$ cat src/rtl/mul_rep_add_pkg.sv
// Shared types and defaults for the repeated-addition multiplier.
//   state_t       : controller state encoding
//   DEFAULT_WIDTH : default operand/product width
package mul_rep_add_pkg;

  localparam int DEFAULT_WIDTH = 16;

  typedef enum logic [2:0] {
    IDLE,
    LOAD_A,
    LOAD_B,
    CALC,
    DONE
  } state_t;

endpackage

$ cat src/rtl/mul_rep_add_if.sv
// Request/operand/result bundle between a requester and mul_rep_add.
//   start   : level request from the requester
//   data_in : operand bus (multiplicand, then multiplier)
//   product : result register
//   done    : completion flag, held until start drops
interface mul_rep_add_if #(
  parameter int WIDTH = 16
);

  logic             start;
  logic [WIDTH-1:0] data_in;
  logic [WIDTH-1:0] product;
  logic             done;

  modport master (
    output start,
    output data_in,
    input  product,
    input  done
  );

  modport slave (
    input  start,
    input  data_in,
    output product,
    output done
  );

endinterface

$ cat src/rtl/mul_rep_add_dp.sv
// Datapath of the repeated-addition multiplier.
//   clk, rst_n : clock, asynchronous active-low reset
//   data_in    : operand bus
//   lda        : capture multiplicand into A
//   ldb        : capture multiplier into B
//   decb       : decrement B
//   clrp       : clear P (wins over ldp)
//   ldp        : P <= P + A (wraps modulo 2^WIDTH)
//   eqz        : B == 0
//   product    : P register
module mul_rep_add_dp #(
  parameter int WIDTH = 16
) (
  input  logic             clk,
  input  logic             rst_n,
  input  logic [WIDTH-1:0] data_in,
  input  logic             lda,
  input  logic             ldb,
  input  logic             decb,
  input  logic             clrp,
  input  logic             ldp,
  output logic             eqz,
  output logic [WIDTH-1:0] product
);

  logic [WIDTH-1:0] a_reg;
  logic [WIDTH-1:0] b_reg;
  logic [WIDTH-1:0] p_reg;

  always_ff @(posedge clk or negedge rst_n) begin
    if (!rst_n) begin
      a_reg <= '0;
    end else if (lda) begin
      a_reg <= data_in;
    end
  end

  always_ff @(posedge clk or negedge rst_n) begin
    if (!rst_n) begin
      b_reg <= '0;
    end else if (ldb) begin
      b_reg <= data_in;
    end else if (decb) begin
      b_reg <= b_reg - 1'b1;
    end
  end

  always_ff @(posedge clk or negedge rst_n) begin
    if (!rst_n) begin
      p_reg <= '0;
    end else if (clrp) begin
      p_reg <= '0;
    end else if (ldp) begin
      p_reg <= p_reg + a_reg;
    end
  end

  assign eqz     = (b_reg == '0);
  assign product = p_reg;

endmodule

$ cat src/rtl/mul_rep_add.sv
// Unsigned multiplier by repeated addition: controller FSM plus datapath.
//   clk, rst_n   : clock, asynchronous active-low reset
//   bus.start    : level request, sampled only in IDLE and DONE
//   bus.data_in  : multiplicand in LOAD_A, multiplier in LOAD_B
//   bus.product  : P register
//   bus.done     : high only in DONE; held until start drops
module mul_rep_add
  import mul_rep_add_pkg::*;
#(
  parameter int WIDTH = DEFAULT_WIDTH
) (
  input  logic          clk,
  input  logic          rst_n,
  mul_rep_add_if.slave  bus
);

  state_t state;
  logic   done_reg;
  logic   lda;
  logic   ldb;
  logic   decb;
  logic   clrp;
  logic   ldp;
  logic   eqz;

  // done is registered alongside the state so it is a clean Moore output.
  always_ff @(posedge clk or negedge rst_n) begin
    if (!rst_n) begin
      state    <= IDLE;
      done_reg <= 1'b0;
    end else begin
      case (state)
        IDLE: begin
          if (bus.start) begin
            state <= LOAD_A;
          end
        end
        LOAD_A: state <= LOAD_B;
        LOAD_B: state <= CALC;
        CALC: begin
          if (eqz) begin
            state    <= DONE;
            done_reg <= 1'b1;
          end
        end
        DONE: begin
          if (!bus.start) begin
            state    <= IDLE;
            done_reg <= 1'b0;
          end
        end
        default: begin
          state    <= IDLE;
          done_reg <= 1'b0;
        end
      endcase
    end
  end

  always_comb begin
    lda  = 1'b0;
    ldb  = 1'b0;
    decb = 1'b0;
    clrp = 1'b0;
    ldp  = 1'b0;
    case (state)
      LOAD_A: lda = 1'b1;
      LOAD_B: begin
        ldb  = 1'b1;
        clrp = 1'b1;
      end
      CALC: begin
        if (!eqz) begin
          ldp  = 1'b1;
          decb = 1'b1;
        end
      end
      default: ;
    endcase
  end

  mul_rep_add_dp #(
    .WIDTH (WIDTH)
  ) u_dp (
    .clk     (clk),
    .rst_n   (rst_n),
    .data_in (bus.data_in),
    .lda     (lda),
    .ldb     (ldb),
    .decb    (decb),
    .clrp    (clrp),
    .ldp     (ldp),
    .eqz     (eqz),
    .product (bus.product)
  );

  assign bus.done = done_reg;

endmodule

$ cat src/flat_wrapper.sv
// flat-port wrapper written by rule: the top's interface ports become plain ports
module mul_rep_add_flat import mul_rep_add_pkg::*;
#(
  parameter int WIDTH = DEFAULT_WIDTH
)
  (clk, rst_n, bus_start, bus_data_in, bus_product, bus_done);
  mul_rep_add_if #(.WIDTH(WIDTH)) bus_i ();
  input  logic clk;
  input  logic rst_n;
  input wire logic [$bits(bus_i.start)-1:0] bus_start;
  input wire logic [$bits(bus_i.data_in)-1:0] bus_data_in;
  output wire logic [$bits(bus_i.product)-1:0] bus_product;
  output wire logic [$bits(bus_i.done)-1:0] bus_done;
  assign bus_i.start = bus_start;
  assign bus_i.data_in = bus_data_in;
  assign bus_product = bus_i.product;
  assign bus_done = bus_i.done;
  mul_rep_add #(.WIDTH(WIDTH)) u_core (.clk(clk), .rst_n(rst_n), .bus(bus_i));
endmodule
$ cat config.mk
export PLATFORM = sky130hd
export DESIGN_NAME = mul_rep_add_flat
export DESIGN_NICKNAME = d
export VERILOG_FILES = /design/src/rtl/mul_rep_add_pkg.sv /design/src/rtl/mul_rep_add_if.sv /design/src/rtl/mul_rep_add_dp.sv /design/src/rtl/mul_rep_add.sv /design/src/flat_wrapper.sv
export SDC_FILE = /design/constraint.sdc
export NUM_CORES = 1
export LEC_CHECK = 0
export CORE_MARGIN = 2
export CORE_UTILIZATION = 56
export DETAILED_ROUTE_END_ITERATION = 8
export GPL_TIMING_DRIVEN = 0
export PLACE_DENSITY = 0.8
export SYNTH_ARGS = -nofsm -noshare
export SYNTH_HDL_FRONTEND = slang
export SYNTH_SLANG_ARGS = --single-unit
$ cat constraint.sdc
create_clock -name clk -period 3.4 [get_ports clk]
set_clock_uncertainty 0.15 [all_clocks]
set_input_delay 0.68 -clock clk [delete_from_list [all_inputs] [get_ports clk]]
set_output_delay 0.68 -clock clk [all_outputs]
set_load 0.02 [all_outputs]
==> results.json <==
{
  "syn_nets": 347,
  "power.share.switching_pct": 43.6,
  "grt_pass1_wl_mm": 11.8,
  "path_max_fanout": 3,
  "drtIter0Drc": 178,
  "die_h_um": 77.2,
  "die_area_um2": 5950,
  "io_buffers": 35,
  "async_flop_share_pct": 100,
  "seq_power_share_pct": 28.1,
  "num_vias": 2455,
  "total_power_mw": 4.30,
  "grt_pass1_vias": 2461,
  "dr.pass1.iters": 5,
  "wire_per_inst_um": 16.4,
  "cp.arrival_ns": 2.76,
  "ir_drop_mv": 0.648,
  "clock_latency_ns": 0.31,
  "yosysWarnings": 0,
  "numCtsBuffers": 5,
  "cts_setup_buffers": 0,
  "startpoint": "u_core.u_dp.product[0]$_DFFE_PN0P_",
  "yosysSeqAreaShare_pct": 43.4,
  "final_nets": 390,
  "drc_errors": 0,
  "powerDensity_nw_per_um2": 1190,
  "netlist_top_cells_count": "dfrtp_1, a21oi_1, nor2_1",
  "fin_cells": 424,
  "post-synth-top-count-cell": "dfrtp_1",
  "p_comb_share_pct": 58.4,
  "period_needed_ns": 2.72,
  "ant_nets": 0,
  "crit-reg2reg-launch": "u_core.u_dp.product[0]$_DFFE_PN0P_",
  "cp.required_ns": 3.44,
  "cts_resized": 0,
  "max_cap_violations": 0,
  "clkPwrFrac_pct": 13.5,
  "grt_antenna_before_repair": 0,
  "slew_headroom_pct": 53.7,
  "path_clk_slew_ns": 0.10,
  "routed_wl_mm": 6.96,
  "cts_buffer_depth": 2,
  "internal_power_mw": 2.43,
  "place_inst": 416,
  "die_x_um": 77.2,
  "cp_top_family": "compound AO/OA/AOI/OAI gates",
  "path_class": "flop to flop",
  "slew_viol_final": 0,
  "cts-hold-fix-buffers": 0,
  "h-tree-depth": 2,
  "synth_edf_count": 0,
  "place_hpwl_mm": 5.05,
  "r2r_end": "u_core.u_dp.product[12]$_DFFE_PN0P_",
  "num-fill-cells": 437,
  "avgSynthCellArea_um2": 9.67,
  "hold_class": "input pin to asynchronous set/reset pin",
  "drive_gt1_share_pct": 9.60,
  "yosysUniqueCellTypes": 44,
  "endpoint_kind": "flop",
  "place.gp.congestion": 0.945,
  "yosys-top-cells-area": "dfrtp_1, ha_1, a21oi_1",
  "cp_slowest_cell": "dfrtp_1",
  "rows": 26,
  "overflow": 0,
  "setup_ws_ns": 0.676,
  "cts_tree": "done",
  "period_share_pct": 80.1,
  "initial_utilization_pct": 58.3,
  "switchingPower_mw": 1.88,
  "clkSinkCount": 52,
  "pin_count": 36,
  "yosys_register_bits": 52,
  "hold_viol": 0,
  "insertedDiodeCount": 0,
  "core_region_area_um2": 5140,
  "clockRootBuffer": "clkbuf_8",
  "netlist_area_um2": 3000,
  "path_cells": "ha_1 > fa_1 > a21o_1 > a311oi_1 > o21bai_1 > a221oi_1 > xor2_1 > o21ai_0",
  "synth_top_cell_by_area": "dfrtp_1",
  "grt_max_degree": 41,
  "r2r_cells": 8,
  "syn_inst": 310,
  "tightest_slew_ns": 0.694,
  "status": "complete, no violations",
  "power_leakage_nw": 1.50,
  "dp_slack_ns": 0.732,
  "rsz0062_at_grt": "no",
  "start_kind": "flop",
  "worst_path_largest_cell_delay_ns": 0.41,
  "grtUsageTotal_pct": 24.7,
  "via_per_inst": 5.79,
  "r2r_slack_ns": 0.68,
  "syn_to_final_growth_pct": 20.4,
  "crit_buf_inv": 0,
  "synth_top_area_share_pct": 43.4,
  "fmax_mhz": 367,
  "synth_flop_cell": "dfrtp_1",
  "finalSetupViolations": 0
}
==> final cells by class <==
type	count	area [µm²]	share of cell area, %
Inverter	7	26.3	0.728
Sequential cell	52	1300	36.1
Buffer	13	58.8	1.63
Clock buffer	5	68.8	1.91
Timing Repair Buffer	36	365	10.1
Clock inverter	3	90.1	2.50
Tap cell	70	87.6	2.43
Multi-Input combinational cell	238	1610	44.6
==> cells in the final DEF (no fill, tap or decap), types with 2 or more instances in the layout <==
master           Yosys  final
dfrtp_1             52     52
buf_4                2      2
or3_1                2      2
clkbuf_8             0      5
xnor2_1             12     12
mux2_2              15     15
a41oi_1              2      2
o21bai_1             2      2
mux2i_1              2      2
buf_2                2      3
bufinv_16            0      3
nor3_1               6      6
a2111oi_2            2      2
o21ai_0             20     20
nor4_1               2      2
nand4_1              2      2
nand3_1             18     18
a21o_1               4      4
clkbuf_1             9      9
and3b_1              2      2
clkdlybuf4s50_1      0     34
nand2b_1             2      2
o31ai_1              2      2
a21oi_1             34     34
nand3b_1             4      4
xor2_1              11     11
nor2_1              27     27
ha_1                17     17
and3_1               2      2
nor3b_1              6      6
inv_1                7      7
nand2_1             25     25
o21a_1               2      2
a311oi_1             2      2
==> how the worst max path moves through the flow <==
stage	depth (start not counted)	endpoint
floorplan	8	u_core.u_dp.product[12]$_DFFE_PN0P_
global placement	1	u_core.u_dp.product[12]$_DFFE_PN0P_
detailed placement	8	u_core.u_dp.product[12]$_DFFE_PN0P_
CTS	8	u_core.u_dp.product[12]$_DFFE_PN0P_
global route	8	u_core.u_dp.product[12]$_DFFE_PN0P_
finish	8	u_core.u_dp.product[12]$_DFFE_PN0P_
==> per-layer routing <==
metal / GRT usage, % / vias up / wire length (µm)
met5: 0 / - / 0
met1: 33.3 / 1200 / 3170
met2: 42.0 / 51 / 3450
li1: - / 1196 / -
met4: 4.64 / 0 / 68
met3: 4.59 / 8 / 279
==> cells by family after synthesis <==
group | after synthesis | share of synthesized area (%)
mux | 17 | 6.30
flops | 52 | 43.4
fa+ha+maj | 18 | 7.77
buf+inv | 20 | 2.84
simple gates | 103 | 17.5
xor+xnor | 23 | 6.72
compound gates | 77 | 15.4
==> power by group through the flow <==
stage,Clock (mW),Combinational [mW],Sequential [mW]
after floorplan,0,1.72,1.27
after global placement,0,2.40,1.20
after detailed placement,0,2.48,1.21
after CTS,0.584,2.51,1.20
after global routing,0.609,2.78,1.25
final,0.580,2.51,1.21
==> through the flow <==
stage	area, µm²	hold WS [ns]	utilization (%)	TNS [ns]
after floorplan	3000	0.234	-	0
after CTS	3610	0.118	70.2	0
after global placement	3430	0.312	66.8	-2.85
after detailed placement	3450	0.324	67.1	0
after global routing	3610	0.130	70.2	0
final	3610	0.106	70.2	0
Note: power is estimated with default switching activity, not from simulation.
